==> config.mk <==
export PLATFORM = sky130hd
export DESIGN_NAME = fetch_unit
export DESIGN_NICKNAME = d
export VERILOG_FILES = /design/src/rtl/fetch_unit.sv
export SDC_FILE = /design/constraint.sdc
export NUM_CORES = 1
export LEC_CHECK = 0
export BUFFER_PORTS_ARGS = -buffer_cell sky130_fd_sc_hd__buf_2
export CAP_MARGIN = 20
export CORE_ASPECT_RATIO = 0.7
export CORE_MARGIN = 1
export CORE_UTILIZATION = 50
export CTS_CLUSTER_DIAMETER = 50
export DETAILED_ROUTE_END_ITERATION = 10
export GPL_ROUTABILITY_DRIVEN = 0
export PLACE_DENSITY = 0.74
export REMOVE_ABC_BUFFERS = 1
export SLEW_MARGIN = 20
export SYNTH_ARGS = -nofsm -noshare
export SYNTH_HDL_FRONTEND = slang
export SYNTH_SLANG_ARGS = --single-unit
==> constraint.sdc <==
create_clock -name clk -period 3.7 [get_ports clk]
set_input_delay 0.185 -clock clk [delete_from_list [all_inputs] [get_ports clk]]
set_output_delay 0.185 -clock clk [all_outputs]
set_load 0.005 [all_outputs]
==> src/rtl/fetch_unit.sv <==
// Instruction fetch: owns the PC, issues one icache request per cycle, buffers {instr, pc} in a 2-entry FIFO.
// Redirect to first instr_valid is 3 cycles on hits; requests stall when the buffer plus the in-flight slot is full.
module fetch_unit #(
  parameter int                      DATABITWIDTH = 16,
  parameter int                      ADDRESSWIDTH = 10,
  parameter logic [ADDRESSWIDTH-1:0] RESET_VECTOR = '0
) (
  input  logic                    clk,
  input  logic                    sync_rst,
  input  logic                    clk_en,
  output logic                    icache_req,
  output logic [ADDRESSWIDTH-1:0] icache_addr,
  input  logic [DATABITWIDTH-1:0] icache_data,
  input  logic                    icache_busy,
  input  logic                    redirect_valid,
  input  logic [ADDRESSWIDTH-1:0] redirect_addr,
  output logic                    instr_valid,
  output logic [DATABITWIDTH-1:0] instr,
  output logic [ADDRESSWIDTH-1:0] instr_pc,
  input  logic                    instr_ready
);

  typedef struct packed {
    logic [DATABITWIDTH-1:0] dat;
    logic [ADDRESSWIDTH-1:0] pc;
  } entry_t;

  logic [ADDRESSWIDTH-1:0] r_pc;
  logic [ADDRESSWIDTH-1:0] r_inflight_pc;
  logic [1:0]              r_count;
  logic                    r_inflight;
  logic                    r_discard;
  entry_t                  r_buf0;
  entry_t                  r_buf1;

  logic       w_pop;
  logic       w_accept;
  logic       w_redir;
  logic       w_resp;
  logic       w_push;
  logic [2:0] w_occ_after_pop;
  logic [2:0] w_occ;
  logic [1:0] w_wr_idx;

  assign instr_valid = (r_count != 2'd0);
  assign instr       = r_buf0.dat;
  assign instr_pc    = r_buf0.pc;
  assign icache_addr = r_pc;

  assign w_pop           = instr_valid && instr_ready;
  // The in-flight slot counts as occupied buffer space, so a push can never overflow.
  assign w_occ_after_pop = {1'b0, r_count} + {2'b00, r_inflight} - {2'b00, w_pop};
  assign icache_req      = !sync_rst && !redirect_valid && (w_occ_after_pop < 3'd2);

  assign w_accept = icache_req && !icache_busy && clk_en;
  assign w_redir  = redirect_valid && clk_en;
  assign w_resp   = r_inflight && !icache_busy && clk_en;
  assign w_push   = w_resp && !r_discard && !w_redir;
  assign w_wr_idx = r_count - {1'b0, w_pop};
  assign w_occ    = {1'b0, r_count} + {2'b00, r_inflight};

  always_ff @(posedge clk) begin
    if (sync_rst) begin
      r_pc          <= RESET_VECTOR;
      r_inflight_pc <= RESET_VECTOR;
      r_count       <= 2'd0;
      r_inflight    <= 1'b0;
      r_discard     <= 1'b0;
    end else if (clk_en) begin
      if (w_redir) begin
        r_pc    <= redirect_addr;
        r_count <= 2'd0;
      end else begin
        if (w_accept) r_pc <= r_pc + ADDRESSWIDTH'(1);
        r_count <= r_count + {1'b0, w_push} - {1'b0, w_pop};
      end
      if (w_accept) r_inflight_pc <= r_pc;
      r_inflight <= w_accept || (r_inflight && !w_resp);
      // A redirect orphans any still-pending response; swallow it when it finally lands.
      if (w_resp) begin
        r_discard <= 1'b0;
      end else if (w_redir && r_inflight) begin
        r_discard <= 1'b1;
      end
    end
  end

  always_ff @(posedge clk) begin
    if (clk_en && !sync_rst && !w_redir) begin
      if (w_pop) r_buf0 <= r_buf1;
      if (w_push) begin
        if (w_wr_idx == 2'd0) begin
          r_buf0 <= '{dat: icache_data, pc: r_inflight_pc};
        end else begin
          r_buf1 <= '{dat: icache_data, pc: r_inflight_pc};
        end
      end
    end
  end

  a_occupancy: assert property (@(posedge clk) disable iff (sync_rst) w_occ <= 3'd2);

endmodule
==> results of run 1 <==
through the flow:
stage	utilization	hold slack, ps	setup WS [ps]
after global placement	0.605	376	981
after global routing	0.635	3.12	663
final	0.635	26.1	861
after detailed placement	0.605	379	851
after floorplan	-	254	-1050
after CTS	0.635	7.93	850
worst max-delay path, stage by stage (launching register included):
cell and delay (ps):
dfxtp_1 410, xor2_1 170, nand2_1 80, fa_1 530, or3b_4 420, or3_1 440
or4_1 430, a311oi_1 270
cell families (layout without fill, tap and decap cells):
logic type               after synthesis  in the layout
adder cells (fa/ha/maj)                3              3
AO/OA/AOI/OAI                         64             64
flip-flops                            76             76
buffers and inverters                 22             94
AND/OR/NAND/NOR                      110            110
multiplexers                          28             28
XOR/XNOR                               5              5
per-layer routing:
metal,track usage,vias up,wire [µm]
met4,0.0435,0,25
met2,0.308,76,3110
met5,0,-,0
met1,0.302,1208,3520
met3,0.0781,4,459
li1,-,1259,-
cell usage in the layout (no fill, tap or decap), types with 2 or more instances in the layout:
master      instances
buf_2              69
nand2_1            58
edfxtp_1           52
o21ai_0            29
mux2i_1            27
dfxtp_1            24
a21oi_1            18
nor2_1             12
clkbuf_8            9
buf_4               7
nand3_1             5
nor3b_1             4
nor3_1              4
nand2b_1            3
xor2_1              3
or3_1               3
a311oi_1            3
nor4_1              3
inv_1               2
xnor2_1             2
and4b_1             2
nand4_1             2
o31a_1              2
and2_1              2
a211oi_1            2
nand3b_1            2
nand4b_1            2
ha_1                2
clkinv_2            2
clkinvlp_4          2
power by group through the flow:
| stage | Combinational, mW | Clock, mW | Sequential, mW |
|---|---|---|---|
| floorplan | 0.0392 | 0 | 0.954 |
| global placement | 0.0933 | 0 | 0.955 |
| detailed placement | 0.0954 | 0 | 0.956 |
| CTS | 0.0956 | 0.625 | 0.936 |
| global route | 0.105 | 0.663 | 0.939 |
| finish | 0.0948 | 0.611 | 0.937 |
registers in the layout (all words and copies together) (netlist names):
| name | flops |
|---|---|
| r_inflight_pc | 10 |
| r_inflight | 1 |
| instr_pc | 10 |
| instr | 16 |
| r_discard | 1 |
| icache_addr | 10 |
| r_count | 2 |
| r_buf1 | 26 |
worst paths after layout:
| kind | end | slack (ps) | depth (start not counted) |
|---|---|---|---|
| hold / removal | r_buf1[11] | 30 | 1 |
| setup / recovery | icache_addr[5] | 860 | 7 |
| setup reg to reg | icache_addr[5] | 860 | 7 |
| hold reg to reg | r_buf1[9] | 460 | 0 |
area by class of cell:
cell class / instances / area, µm²
Clock buffer: 9 / 124
Fill cell: 571 / 2340
Tap cell: 91 / 114
Sequential cell: 76 / 2040
Timing Repair Buffer: 76 / 398
Clock inverter: 7 / 67.6
Inverter: 2 / 7.51
Multi-Input combinational cell: 210 / 1310
==> run summary, run 1 <==
# DRC = 0
simple-gate share of the synthesized area = 0.157
Fin Clk Skew = 7.58 ps
initial DRC count = 168
Int Power = 1.27 mW
Post-Synth XOR/XNOR Area = 0.0128
core footprint = 6400 µm²
worst r2r src = r_inflight
Net Sw Frac = 0.226
Clk pwr share = 0.372
Overall Power = 1.64 mW
Clock Sinks = 76
CP Data Required Time = 3950 ps
Adder-Cell Fraction of Synth Area = 0.0132
largest family of logic cells by synthesized area = simple AND/OR/NAND/NOR gates
slew margin rel. = 0.633
async set or reset register ratio after synthesis = 0
CTS tree = yes
vias in the first global route = 2330
via count = 2547
RSZ-0062 raised after global routing = false
Ant. Diodes = 0
critical path endpoint category = flip-flop
status = completed
worst hold path class = in -> reg
DRT Pass-1 Iters = 5
number of flops mapped to enable cells by yosys = 52
most common cell in the netlist = nand2_1
total die area = 7160 µm²
Final Cycle Share = 0.767
Cells after Synth = 308
die width = 101 µm
Yosys warnings = 0
fraction of power consumed by combinational cells = 0.058
max-slew violation count = 0
Area contributors post-synth = edfxtp_1 46%, dfxtp_1 14%, mux2i_1 7.9%
Final setup violation count = 0
sequential share of power = 0.570
HPWL Detailed = 4.79 mm
wire per inst = 15.1 µm
Max-Cap Viols = 0
Psw = 0.372 mW
final hold viol count = 0
Synth area leader = edfxtp_1
crit-path max FO = 8
mux cell area share after synthesis = 0.0825
#FFs+latches synth = 76
first-pass GRT wire length = 11.4 mm
min cycle time layout = 2840 ps
Slew @ Worst Pin = 551 ps
ys flop type = edfxtp_1
HP Start = icache_data[1]
total gr overflow = 0
Initial Util = 0.533
Detailed Route WL = 7.12 mm
list of most frequent post-synthesis cells = 58 x nand2_1, 52 x edfxtp_1, 29 x o21ai_0
Post-DRT Antenna Nets = 0
Cell variety after synth = 48
Num CTS Buffers = 9
Synth Area in Compound Gates = 0.110
synth-to-layout area growth = 19.0%
non-filler cells, final = 471
postcts setup bufs = 0
Clock Latency Late Sink = 340 ps
gr usage total = 0.211
syn avg cell area = 11.1 µm²
Setup CP Type = reg -> reg
dpl cells = 455
post-synth design cell area = 3410 µm²
P_leak = 1.66 nW
top cell type's share of synthesized area = 0.458
post-synthesis sequential area ratio = 0.598
DR vias/cell = 5.41
I/O Pins = 70
largest net degree at the start of global routing = 53
area post-placement = 3870 µm²
Layout Nets = 410
WP data arrival = 3090 ps
pwr dens = 404 nW/µm²
post-CTS sizing = 0
Critical Path Start = r_inflight
design area = 4060 µm²
number of hold buffers added after cts = 0
share of cells above drive strength 1 = 0.255
I/O Buffers = 69
buffer depth of the longest clock path = 2
fmax = 352 MHz
Worst-path clk slew = 80 ps
# rows = 24
Startpoint Class = flip-flop
Root Driver = clkbuf_8
Die Ht = 71.1 µm
maximum vdd drop = 0.213 mV
antenna violations before repair = 0
setup TNS = 0 ps
H-tree depth = 3
Power figures use the tool's default switching activity.
==> inputs of run 2 (changes only) <==
==> constraint.sdc (replaced) <==
create_clock -name clk -period 2.95 [get_ports clk]
set_input_delay 0.1475 -clock clk [delete_from_list [all_inputs] [get_ports clk]]
set_output_delay 0.1475 -clock clk [all_outputs]
set_load 0.005 [all_outputs]
==> run 2 against run 1 <==
  * Clock power is 31% higher
  * Register-to-register slack worse by 630 ps
  * Clock skew is 0.53 ps lower
  * Via count is 3.4% higher
  * Count of clock-buffer cells in the layout is 1 higher
  * Design area is 4.5% higher
  * Highest routed layer unchanged
==> run summary, run 2 (synthesis results as in run 1) <==
# DRC = 0
P_leak = 1.74 nW
via count = 2634
fmax = 368 MHz
Final setup violation count = 0
Final Cycle Share = 0.922
slew margin rel. = 0.671
total die area = 7160 µm²
share of cells above drive strength 1 = 0.249
Layout Nets = 428
footprint of the multi-input gates = 1310 µm²
Clock Sinks = 76
Ant. Diodes = 0
commonest non-fill, non-tap cell in the layout = buf_2
dpl cells = 457
Initial Util = 0.533
WP data arrival = 2970 ps
core footprint = 6400 µm²
Post-DRT Antenna Nets = 0
maximum vdd drop = 0.298 mV
Num CTS Buffers = 9
vias in the first global route = 2567
max-slew violation count = 0
crit-path max FO = 14
final hold viol count = 0
DR vias/cell = 5.39
commonest non-fill, non-tap cells in the layout = 69 x buf_2, 58 x nand2_1, 52 x edfxtp_1
first-pass GRT wire length = 12.1 mm
Register Area = 2040 µm²
largest net degree at the start of global routing = 53
total gr overflow = 0
DRT Pass-1 Iters = 5
antenna violations before repair = 0
Clock Latency Late Sink = 350 ps
gr usage total = 0.224
number of flip-flops in the largest register = 26
Worst-path clk slew = 80 ps
buffer depth of the longest clock path = 2
H-tree depth = 3
Startpoint Class = flip-flop
Root Driver = clkbuf_8
Slew @ Worst Pin = 493 ps
Detailed Route WL = 7.40 mm
pwr dens = 498 nW/µm²
RSZ-0062 raised after global routing = false
die width = 101 µm
critical path endpoint category = flip-flop
largest register by flop count = r_buf1
non-filler cells, final = 489
status = completed
CP Data Required Time = 3200 ps
I/O Buffers = 69
initial DRC count = 203
wire per inst = 15.1 µm
synth-to-layout area growth = 24.3%
fillers = 529
Max-Cap Viols = 0
postcts setup bufs = 0
CTS tree = yes
Fin Clk Skew = 7.05 ps
min cycle time layout = 2720 ps
# rows = 24
worst hold path class = in -> reg
Setup CP Type = reg -> reg
setup TNS = 0 ps
post-CTS sizing = 0
Die Ht = 71.1 µm
HPWL Detailed = 4.91 mm
I/O Pins = 70
==> run 2: critical path, stage by stage, from the launching register on <==
cell,delay [ps]
dfxtp_1,410
xor2_1,150
nand2_1,80
fa_1,530
or3b_4,420
or3_1,340
buf_4,200
o31a_1,290
nor4_1,200
==> run 2: power breakdown <==
part,leakage [nW],internal (mW),switching (mW),total (mW)
clock,0.0935,0.399,0.403,0.802
sequential,0.688,1.15,0.0214,1.18
combinational,0.955,0.0684,0.0692,0.138
total,1.74,1.62,0.494,2.11
==> run 2: what timing repair did <==
item / in CTS / in global routing
endpoints found under the setup margin: 0 / 0
endpoints found under the hold margin: 16 / 0
hold buffers: 16 / 0
==> run 2: metal layers <==
layer | track usage | share of wire | wire length, µm | vias to the layer above
li1 | - | - | - | 1302
met4 | 0.0483 | 0.0038 | 28 | 0
met2 | 0.338 | 0.45 | 3300 | 106
met1 | 0.312 | 0.46 | 3400 | 1224
met5 | 0 | 0 | 0 | -
met3 | 0.0820 | 0.090 | 668 | 2
==> run 2: worst paths after layout <==
| path | from | end | slack (ps) | depth (start not counted) |
|---|---|---|---|---|
| setup / recovery | r_inflight | icache_addr[3] | 230 | 8 |
| hold / removal | redirect_addr[8] | icache_addr[8] | 70 | 3 |
| setup reg to reg | r_inflight | icache_addr[3] | 230 | 8 |
| hold reg to reg | r_inflight_pc[2] | r_buf1[2] | 470 | 0 |
==> run 2: final cells by class <==
| class | count | share of cell area |
|---|---|---|
| Inverter | 2 | 0.00177 |
| Clock buffer | 10 | 0.0301 |
| Clock inverter | 6 | 0.0168 |
| Multi-Input combinational cell | 210 | 0.308 |
| Tap cell | 91 | 0.0268 |
| Timing Repair Buffer | 94 | 0.135 |
| Sequential cell | 76 | 0.481 |
==> run 2: per-stage QoR <==
stage | hold slack (ps) | setup WS (ps) | power, mW | area [µm²] | utilization
after floorplan | 217 | -1800 | 1.25 | 3330 | -
after global placement | 338 | 320 | 1.32 | 3880 | 0.607
after detailed placement | 340 | 257 | 1.32 | 3880 | 0.607
after CTS | 52.7 | 214 | 2.12 | 4240 | 0.663
after global routing | 48.1 | 110 | 2.19 | 4240 | 0.663
final | 65.2 | 230 | 2.11 | 4240 | 0.663
